## config.mk

```make
export PLATFORM = sky130hd
export DESIGN_NAME = dir_input_queue_flat
export DESIGN_NICKNAME = d
export VERILOG_FILES = /design/src/rtl/dir_input_queue_if.sv /design/src/rtl/dir_input_queue.sv /design/src/flat_wrapper.sv
export SDC_FILE = /design/constraint.sdc
export NUM_CORES = 1
export LEC_CHECK = 0
export CORE_MARGIN = 2
export CORE_UTILIZATION = 30
export DETAILED_ROUTE_END_ITERATION = 16
export SETUP_SLACK_MARGIN = 0.2
export SLEW_MARGIN = 20
export SYNTH_ARGS = -nofsm -noshare
export SYNTH_HDL_FRONTEND = slang
export SYNTH_SLANG_ARGS = --single-unit
```

## constraint.sdc

```tcl
create_clock -name clk_i -period 3.54 [get_ports clk_i]
set_input_delay 0.531 -clock clk_i [delete_from_list [all_inputs] [get_ports clk_i]]
set_output_delay 0.531 -clock clk_i [all_outputs]
set_load 0.01 [all_outputs]
```

## src/rtl/dir_input_queue_if.sv

```systemverilog
// Signal bundle between the push-button/tick front end and the direction queue.
// master drives buttons, tick and game state; slave (the queue) returns the applied direction.
interface dir_input_queue_if;
  logic [3:0] key_i;
  logic       tick_i;
  logic       playing_i;
  logic [3:0] direction_o;
  logic [2:0] count_o;
  logic       overflow_o;

  modport master (
    output key_i,
    output tick_i,
    output playing_i,
    input  direction_o,
    input  count_o,
    input  overflow_o
  );

  modport slave (
    input  key_i,
    input  tick_i,
    input  playing_i,
    output direction_o,
    output count_o,
    output overflow_o
  );
endinterface

```

## src/rtl/dir_input_queue.sv

```systemverilog
// Debounced 4-key direction input with a small FIFO of pending turns popped on each snake tick.
// Optional macro DIR_QUEUE_REVERSE_BLOCK_EN: also discard presses opposite to the reference direction.
module dir_input_queue #(
  parameter int DEBOUNCE_CYCLES = 1000000,
  parameter int QUEUE_DEPTH     = 2
) (
  input logic               clk_i,
  input logic               reset_i,
  dir_input_queue_if.slave  q_if
);

  localparam int CNT_W = (DEBOUNCE_CYCLES > 1) ? $clog2(DEBOUNCE_CYCLES) : 1;
  localparam int PTR_W = (QUEUE_DEPTH > 1) ? $clog2(QUEUE_DEPTH) : 1;
  localparam logic [CNT_W-1:0] CNT_LAST = CNT_W'(DEBOUNCE_CYCLES - 1);
  localparam logic [PTR_W-1:0] PTR_LAST = PTR_W'(QUEUE_DEPTH - 1);
  localparam logic [2:0]       DEPTH_C  = 3'(QUEUE_DEPTH);
  localparam logic [3:0]       DIR_RIGHT = 4'b1000;

  function automatic logic [PTR_W-1:0] next_ptr(input logic [PTR_W-1:0] p);
    return (p == PTR_LAST) ? '0 : p + 1'b1;
  endfunction

  function automatic logic [PTR_W-1:0] prev_ptr(input logic [PTR_W-1:0] p);
    return (p == '0) ? PTR_LAST : p - 1'b1;
  endfunction

`ifdef DIR_QUEUE_REVERSE_BLOCK_EN
  function automatic logic [3:0] opposite_dir(input logic [3:0] d);
    return {d[2], d[3], d[0], d[1]};
  endfunction
`endif

  logic [3:0]       key_sync_p0;
  logic [3:0]       key_sync_p1;
  logic [1:0]       sync_fill;
  logic             tick_p0;
  logic             tick_p1;
  logic             tick_p2;
  logic [3:0]       key_deb_p2;
  logic [CNT_W-1:0] deb_cnt [4];
  logic [3:0]       armed;
  logic [3:0]       press_vld_p2;
  logic             pop_vld_p2;

  logic [3:0]       entries [QUEUE_DEPTH];
  logic [PTR_W-1:0] wr_ptr;
  logic [PTR_W-1:0] rd_ptr;
  logic [2:0]       count;
  logic [3:0]       direction;
  logic             overflow;

  logic [3:0]       ref_dir;
  logic             reject;
  logic             push_req;
  logic             push_go;
  logic             pop_go;
  logic             drop;

  // Stage p0/p1: two-flop synchronizers; sync_fill marks when p1 holds a real sample
  always_ff @(posedge clk_i) begin
    if (reset_i) begin
      key_sync_p0 <= '1;
      key_sync_p1 <= '1;
      sync_fill   <= '0;
      tick_p0     <= 1'b0;
      tick_p1     <= 1'b0;
      tick_p2     <= 1'b0;
    end else begin
      key_sync_p0 <= q_if.key_i;
      key_sync_p1 <= key_sync_p0;
      sync_fill   <= {sync_fill[0], 1'b1};
      tick_p0     <= q_if.tick_i;
      tick_p1     <= tick_p0;
      tick_p2     <= tick_p1;
    end
  end

  // Stage p2: per-key debounce; a key is armed only once it has been seen released since reset
  always_ff @(posedge clk_i) begin
    if (reset_i) begin
      key_deb_p2 <= '1;
      armed      <= '0;
      for (int i = 0; i < 4; i++) deb_cnt[i] <= '0;
    end else begin
      for (int i = 0; i < 4; i++) begin
        if (key_sync_p1[i] != key_deb_p2[i]) begin
          if (deb_cnt[i] == CNT_LAST) begin
            key_deb_p2[i] <= key_sync_p1[i];
            deb_cnt[i]    <= '0;
          end else begin
            deb_cnt[i] <= deb_cnt[i] + 1'b1;
          end
        end else begin
          deb_cnt[i] <= '0;
        end
        if (sync_fill[1] && key_sync_p1[i]) armed[i] <= 1'b1;
      end
    end
  end

  always_comb begin
    press_vld_p2 = '0;
    for (int i = 0; i < 4; i++) begin
      press_vld_p2[i] = armed[i] & key_deb_p2[i] & ~key_sync_p1[i] & (deb_cnt[i] == CNT_LAST);
    end
  end

  assign pop_vld_p2 = tick_p1 & ~tick_p2;

  // Queue decision: the reference is the newest pending turn, else the applied direction
  always_comb begin
    ref_dir = (count != 3'd0) ? entries[prev_ptr(wr_ptr)] : direction;
`ifdef DIR_QUEUE_REVERSE_BLOCK_EN
    reject  = (press_vld_p2 == ref_dir) || (press_vld_p2 == opposite_dir(ref_dir));
`else
    reject  = (press_vld_p2 == ref_dir);
`endif
    push_req = q_if.playing_i & $onehot(press_vld_p2) & ~reject;
    pop_go   = q_if.playing_i & pop_vld_p2 & (count != 3'd0);
    push_go  = push_req & ((count != DEPTH_C) | pop_go);
    drop     = push_req & (count == DEPTH_C) & ~pop_go;
  end

  always_ff @(posedge clk_i) begin
    if (push_go) entries[wr_ptr] <= press_vld_p2;
  end

  always_ff @(posedge clk_i) begin
    if (reset_i || !q_if.playing_i) begin
      direction <= DIR_RIGHT;
      count     <= 3'd0;
      wr_ptr    <= '0;
      rd_ptr    <= '0;
      overflow  <= 1'b0;
    end else begin
      overflow <= drop;
      if (push_go) wr_ptr <= next_ptr(wr_ptr);
      if (pop_go) begin
        direction <= entries[rd_ptr];
        rd_ptr    <= next_ptr(rd_ptr);
      end
      case ({push_go, pop_go})
        2'b10:   count <= count + 3'd1;
        2'b01:   count <= count - 3'd1;
        default: count <= count;
      endcase
    end
  end

  assign q_if.direction_o = direction;
  assign q_if.count_o     = count;
  assign q_if.overflow_o  = overflow;

endmodule

```

## src/flat_wrapper.sv

```systemverilog
// flat-port wrapper written by rule: the top's interface ports become plain ports
module dir_input_queue_flat 
#(
  parameter int DEBOUNCE_CYCLES = 1000000,
  parameter int QUEUE_DEPTH     = 2
)
  (clk_i, reset_i, q_if_key_i, q_if_tick_i, q_if_playing_i, q_if_direction_o, q_if_count_o, q_if_overflow_o);
  dir_input_queue_if q_if_i ();
  input logic clk_i;
  input logic reset_i;
  input wire logic [$bits(q_if_i.key_i)-1:0] q_if_key_i;
  input wire logic [$bits(q_if_i.tick_i)-1:0] q_if_tick_i;
  input wire logic [$bits(q_if_i.playing_i)-1:0] q_if_playing_i;
  output wire logic [$bits(q_if_i.direction_o)-1:0] q_if_direction_o;
  output wire logic [$bits(q_if_i.count_o)-1:0] q_if_count_o;
  output wire logic [$bits(q_if_i.overflow_o)-1:0] q_if_overflow_o;
  assign q_if_i.key_i = q_if_key_i;
  assign q_if_i.tick_i = q_if_tick_i;
  assign q_if_i.playing_i = q_if_playing_i;
  assign q_if_direction_o = q_if_i.direction_o;
  assign q_if_count_o = q_if_i.count_o;
  assign q_if_overflow_o = q_if_i.overflow_o;
  dir_input_queue #(.DEBOUNCE_CYCLES(DEBOUNCE_CYCLES), .QUEUE_DEPTH(QUEUE_DEPTH)) u_core (.clk_i(clk_i), .reset_i(reset_i), .q_if(q_if_i));
endmodule
```

==> impl_metrics.env <==
export IMPL_run_status="complete, no violations"
export IMPL_rsz0062_at_grt="yes"
export IMPL_static_leakage_power_uw=0.00280
export IMPL_max_clock_path_buffers=2
export IMPL_dp_final_hpwl_mm=7.80
export IMPL_route_antenna_remaining_nets=0
export IMPL_grt_pass1_vias=4030
export IMPL_dieHeight_um=145
export IMPL_worst_hold_startpoint="u_core.key_sync_p0[0]"
export IMPL_drive_gt1_share_pct=13.9
export IMPL_timing_setup_critical_path_class="flip-flop to flip-flop"
export IMPL_worst_endpoint_required_ns=3.89
export IMPL_total_number_of_vias=4214
export IMPL_synth_sequential_area_ratio_pct=54.9
export IMPL_setup_tns_final_ns=0
export IMPL_post_synth_inst_count=558
export IMPL_drt_wl_total_mm=11.1
export IMPL_global_route_usage_total_pct=11.4
export IMPL_holdPathStages=1
export IMPL_largest_cells_by_area_after_synthesis="edfxtp_1 44%, dfxtp_1 10%, nor2_1 6.2%, xor2_1 5.3%, xnor2_1 4.9%"
export IMPL_number_of_inserted_filler_cells_in_the_final_layout=1922
export IMPL_postSynthRegisterBits=119
export IMPL_drv_slew=0
export IMPL_worst_hold_path_type="flip-flop to flip-flop"
export IMPL_number_of_enable_type_register_cells_in_the_synthesized_netlist=88
export IMPL_place_inst=940
export IMPL_worst_r2r_endpoint="u_core.q_if.count_o[2]"
export IMPL_ctsHoldBuffers=0
export IMPL_whs_endpoint="u_core.key_sync_p1[0]"
export IMPL_initial_cell_density_of_the_core_pct=30.5
export IMPL_crit_reg2reg_launch="u_core.deb_cnt[0][13]"
export IMPL_seqCellArea_um2=3260
export IMPL_synthesis_yosys_warnings=0
export IMPL_post_drt_wl_per_cell_um=11.4
export IMPL_m1WireLength_mm=5.33
export IMPL_drt_iter0_markers=196
export IMPL_synthesis_area_um2=5940
export IMPL_diodes=0
export IMPL_timing_max_slew_rel_slack_pct=51.6
export IMPL_power_density_nw_per_um2=428
export IMPL_finalHoldViolations=0
export IMPL_nets=717
export IMPL_clock_root_buffer="clkbuf_16"
export IMPL_cp_arrival_ns=3.73
export IMPL_die_width_um=145
export IMPL_cts_reportedPaths_clkPinSlew_ns=0.05
export IMPL_fin_crit_ns=3.38
export IMPL_grt_pass1_wl_mm=18.5
export IMPL_cts_sinks=119
export IMPL_finalClockSkew_ns=0.00826
export IMPL_grt_antenna_before_repair=0
export IMPL_die_area_um2=21000
export IMPL_timing_worst_slew_pin_value_ns=0.725
export IMPL_cts_htree_levels=4
export IMPL_leading_register_cell_type_out_of_synthesis="edfxtp_1"
export IMPL_r2r_slack_ns=0.16
export IMPL_irDropWorstVdd_mv=0.263
export IMPL_area_of_the_core_um2=19500
export IMPL_synthDominantCellAreaShare_pct=44.5
export IMPL_drcViolationCount=0
export IMPL_synthArstFlopShare_pct=0
export IMPL_clk_insertion_delay_late_ns=0.41
export IMPL_topRoutingLayerUsed="met4"
export IMPL_met2_length_mm=5.25
export IMPL_post_synth_num_cell_types=52
export IMPL_gp_routability_congestion=0.755
export IMPL_core_rowCount=51
export IMPL_fmax_mhz=296
export IMPL_avgSynthCellArea_um2=10.7
export IMPL_setup_worst_path_start_class="flip-flop"
export IMPL_layoutNonFillerInstCount=978
export IMPL_multi_input_gate_area_um2=2990
export IMPL_setup_viol_count_final=0
export IMPL_layout_worst_path_cycle_share_pct=95.4
export IMPL_avgViaCountPerCell=4.31
export IMPL_post_synth_top_area_cell="edfxtp_1"
export IMPL_cp_end_kind="flip-flop"
export IMPL_tritoncts="done"
export IMPL_areaGrowthSynthToFinish_pct=28.2
export IMPL_crit_path_max_fanout=4
export IMPL_drtPass1Iterations=4
export IMPL_port_buffer_count=15
export IMPL_grt_max_degree=21
export IMPL_cts_bufs_inserted=17
export IMPL_globalRouteOverflowTotal=0
export IMPL_ios=16
export IMPL_drv_cap=0
export IMPL_dr_wl_met3_um=292
export IMPL_reg2regPathDepth=13
==> timing repair <==
| item | 4_1_cts | 5_1_grt |
|---|---|---|
| setup buffers | 1 | 5 |
| endpoints found under the setup margin | 6 | 12 |
| pin swaps | 2 | 5 |
| gates resized for setup | 3 | 10 |
==> per-layer routing <==
layer  vias up  track usage [%]
met2        45             18.1
met4         0             6.23
li1       2188                -
met3        16             3.09
met1      1965             14.2
met5         -                0
==> flip-flops by register name, indices dropped and copies added (netlist names) <==
signal and count:
u_core.armed 4, u_core.deb_cnt 80, u_core.entries 8, u_core.key_deb_p2 4, u_core.key_sync_p0 4, u_core.key_sync_p1 4
u_core.q_if.count_o 3, u_core.q_if.direction_o 4, u_core.q_if.overflow_o 1, u_core.rd_ptr 1, u_core.sync_fill 2, u_core.tick_p0 1
u_core.tick_p1 1, u_core.tick_p2 1, u_core.wr_ptr 1
==> layout make-up <==
type | count | share of cell area [%]
repair buffers | 58 | 6.21
flip-flops and latches | 119 | 42.8
multi-input cells | 495 | 39.3
clock inverters | 4 | 0.263
inverters | 9 | 0.443
well taps | 265 | 4.35
clock buffers | 28 | 6.65
==> stage by stage <==
stage | power, uW | util, % | worst slack [ns] | hold WS [ns] | instance area [um^2]
finish | 3260 | 39.1 | 0.163 | 0.412 | 7620
global route | 3380 | 39.1 | -0.0813 | 0.420 | 7620
CTS | 3280 | 38.7 | 0.120 | 0.412 | 7530
detailed placement | 1740 | 35.9 | -0.00669 | 0.398 | 6980
global placement | 1740 | 35.9 | 0.106 | 0.391 | 6980
floorplan | 1690 | - | 0.107 | 0.383 | 6270
==> cells by family after synthesis <==
family,share of synthesized area (%)
AO/OA/AOI/OAI,4.06
XOR/XNOR,10.4
adder cells (fa/ha/maj),2.15
buffers and inverters,1.45
flip-flops,54.9
multiplexers,2.55
other,0.0631
AND/OR/NAND/NOR,24.4
==> layout by cell type, fill, tap and decap left out, drive strengths merged, types with 2 or more instances in the layout <==
cell and n:
a211oi 3, a21oi 16, and2 4, and3 20
and4 4, and4bb 2, buf 43, clkbuf 28
clkdlybuf4s50 15, clkinv 4, conb 80, dfxtp 31
edfxtp 88, fa 2, ha 7, inv 9
mux2i 14, nand2 41, nand2b 2, nand3 37
nand4 10, nor2 98, nor2b 8, nor3 11
nor3b 2, nor4 7, nor4b 4, o211ai 2
o21a 2, o21ai 14, or2 10, or3 15
or4 2, xnor2 34, xor2 36
==> where the power goes <==
part | switching, uW | internal (uW)
clock network | 576 | 963
logic | 72.5 | 61.8
registers | 38.8 | 1550
total | 687 | 2570
==> worst max-delay path by stage <==
stage                     startpoint                endpoint  cells after the start
2_1_floorplan   u_core.deb_cnt[2][0]  u_core.q_if.count_o[2]                     14
3_3_place_gp   u_core.deb_cnt[3][13]  u_core.q_if.count_o[2]                     13
3_5_place_dp   u_core.deb_cnt[0][13]  u_core.q_if.count_o[2]                     13
4_1_cts         u_core.deb_cnt[3][8]  u_core.q_if.count_o[2]                     13
5_1_grt        u_core.deb_cnt[0][13]  u_core.q_if.count_o[2]                     13
6_report       u_core.deb_cnt[0][13]  u_core.q_if.count_o[2]                     13
==> critical path: stages, from the launching register on <==
cell      delay [ns]
edfxtp_1        0.44
nor4_2          0.30
nand4_1         0.20
nor3_2          0.26
ha_1            0.26
ha_2            0.17
fa_1            0.47
nor3_4          0.16
o31ai_4         0.10
and2_4          0.15
fa_2            0.33
and2_4          0.14
mux2i_1         0.15
mux2i_1         0.18
==> cell usage after synthesis, types with 2 or more instances <==
cell      number
nor2_1        98
edfxtp_1      88
nand2_1       41
nand3_1       37
xor2_1        36
xnor2_1       33
dfxtp_1       31
and3_1        19
a21oi_1       16
or3_1         15
clkbuf_1      14
mux2i_1       14
nor3_1        10
inv_1          9
nand4_1        9
nor2b_1        8
or2_1          8
ha_1           7
o21ai_0        7
o21ai_1        6
and2_1         4
and4_1         4
nor4_1         4
a211oi_1       3
nor4_2         3
nor4b_1        3
fa_1           2
nand2b_1       2
nor3b_1        2
o21a_1         2
or2_2          2
Note: power is estimated with default switching activity, not from simulation.
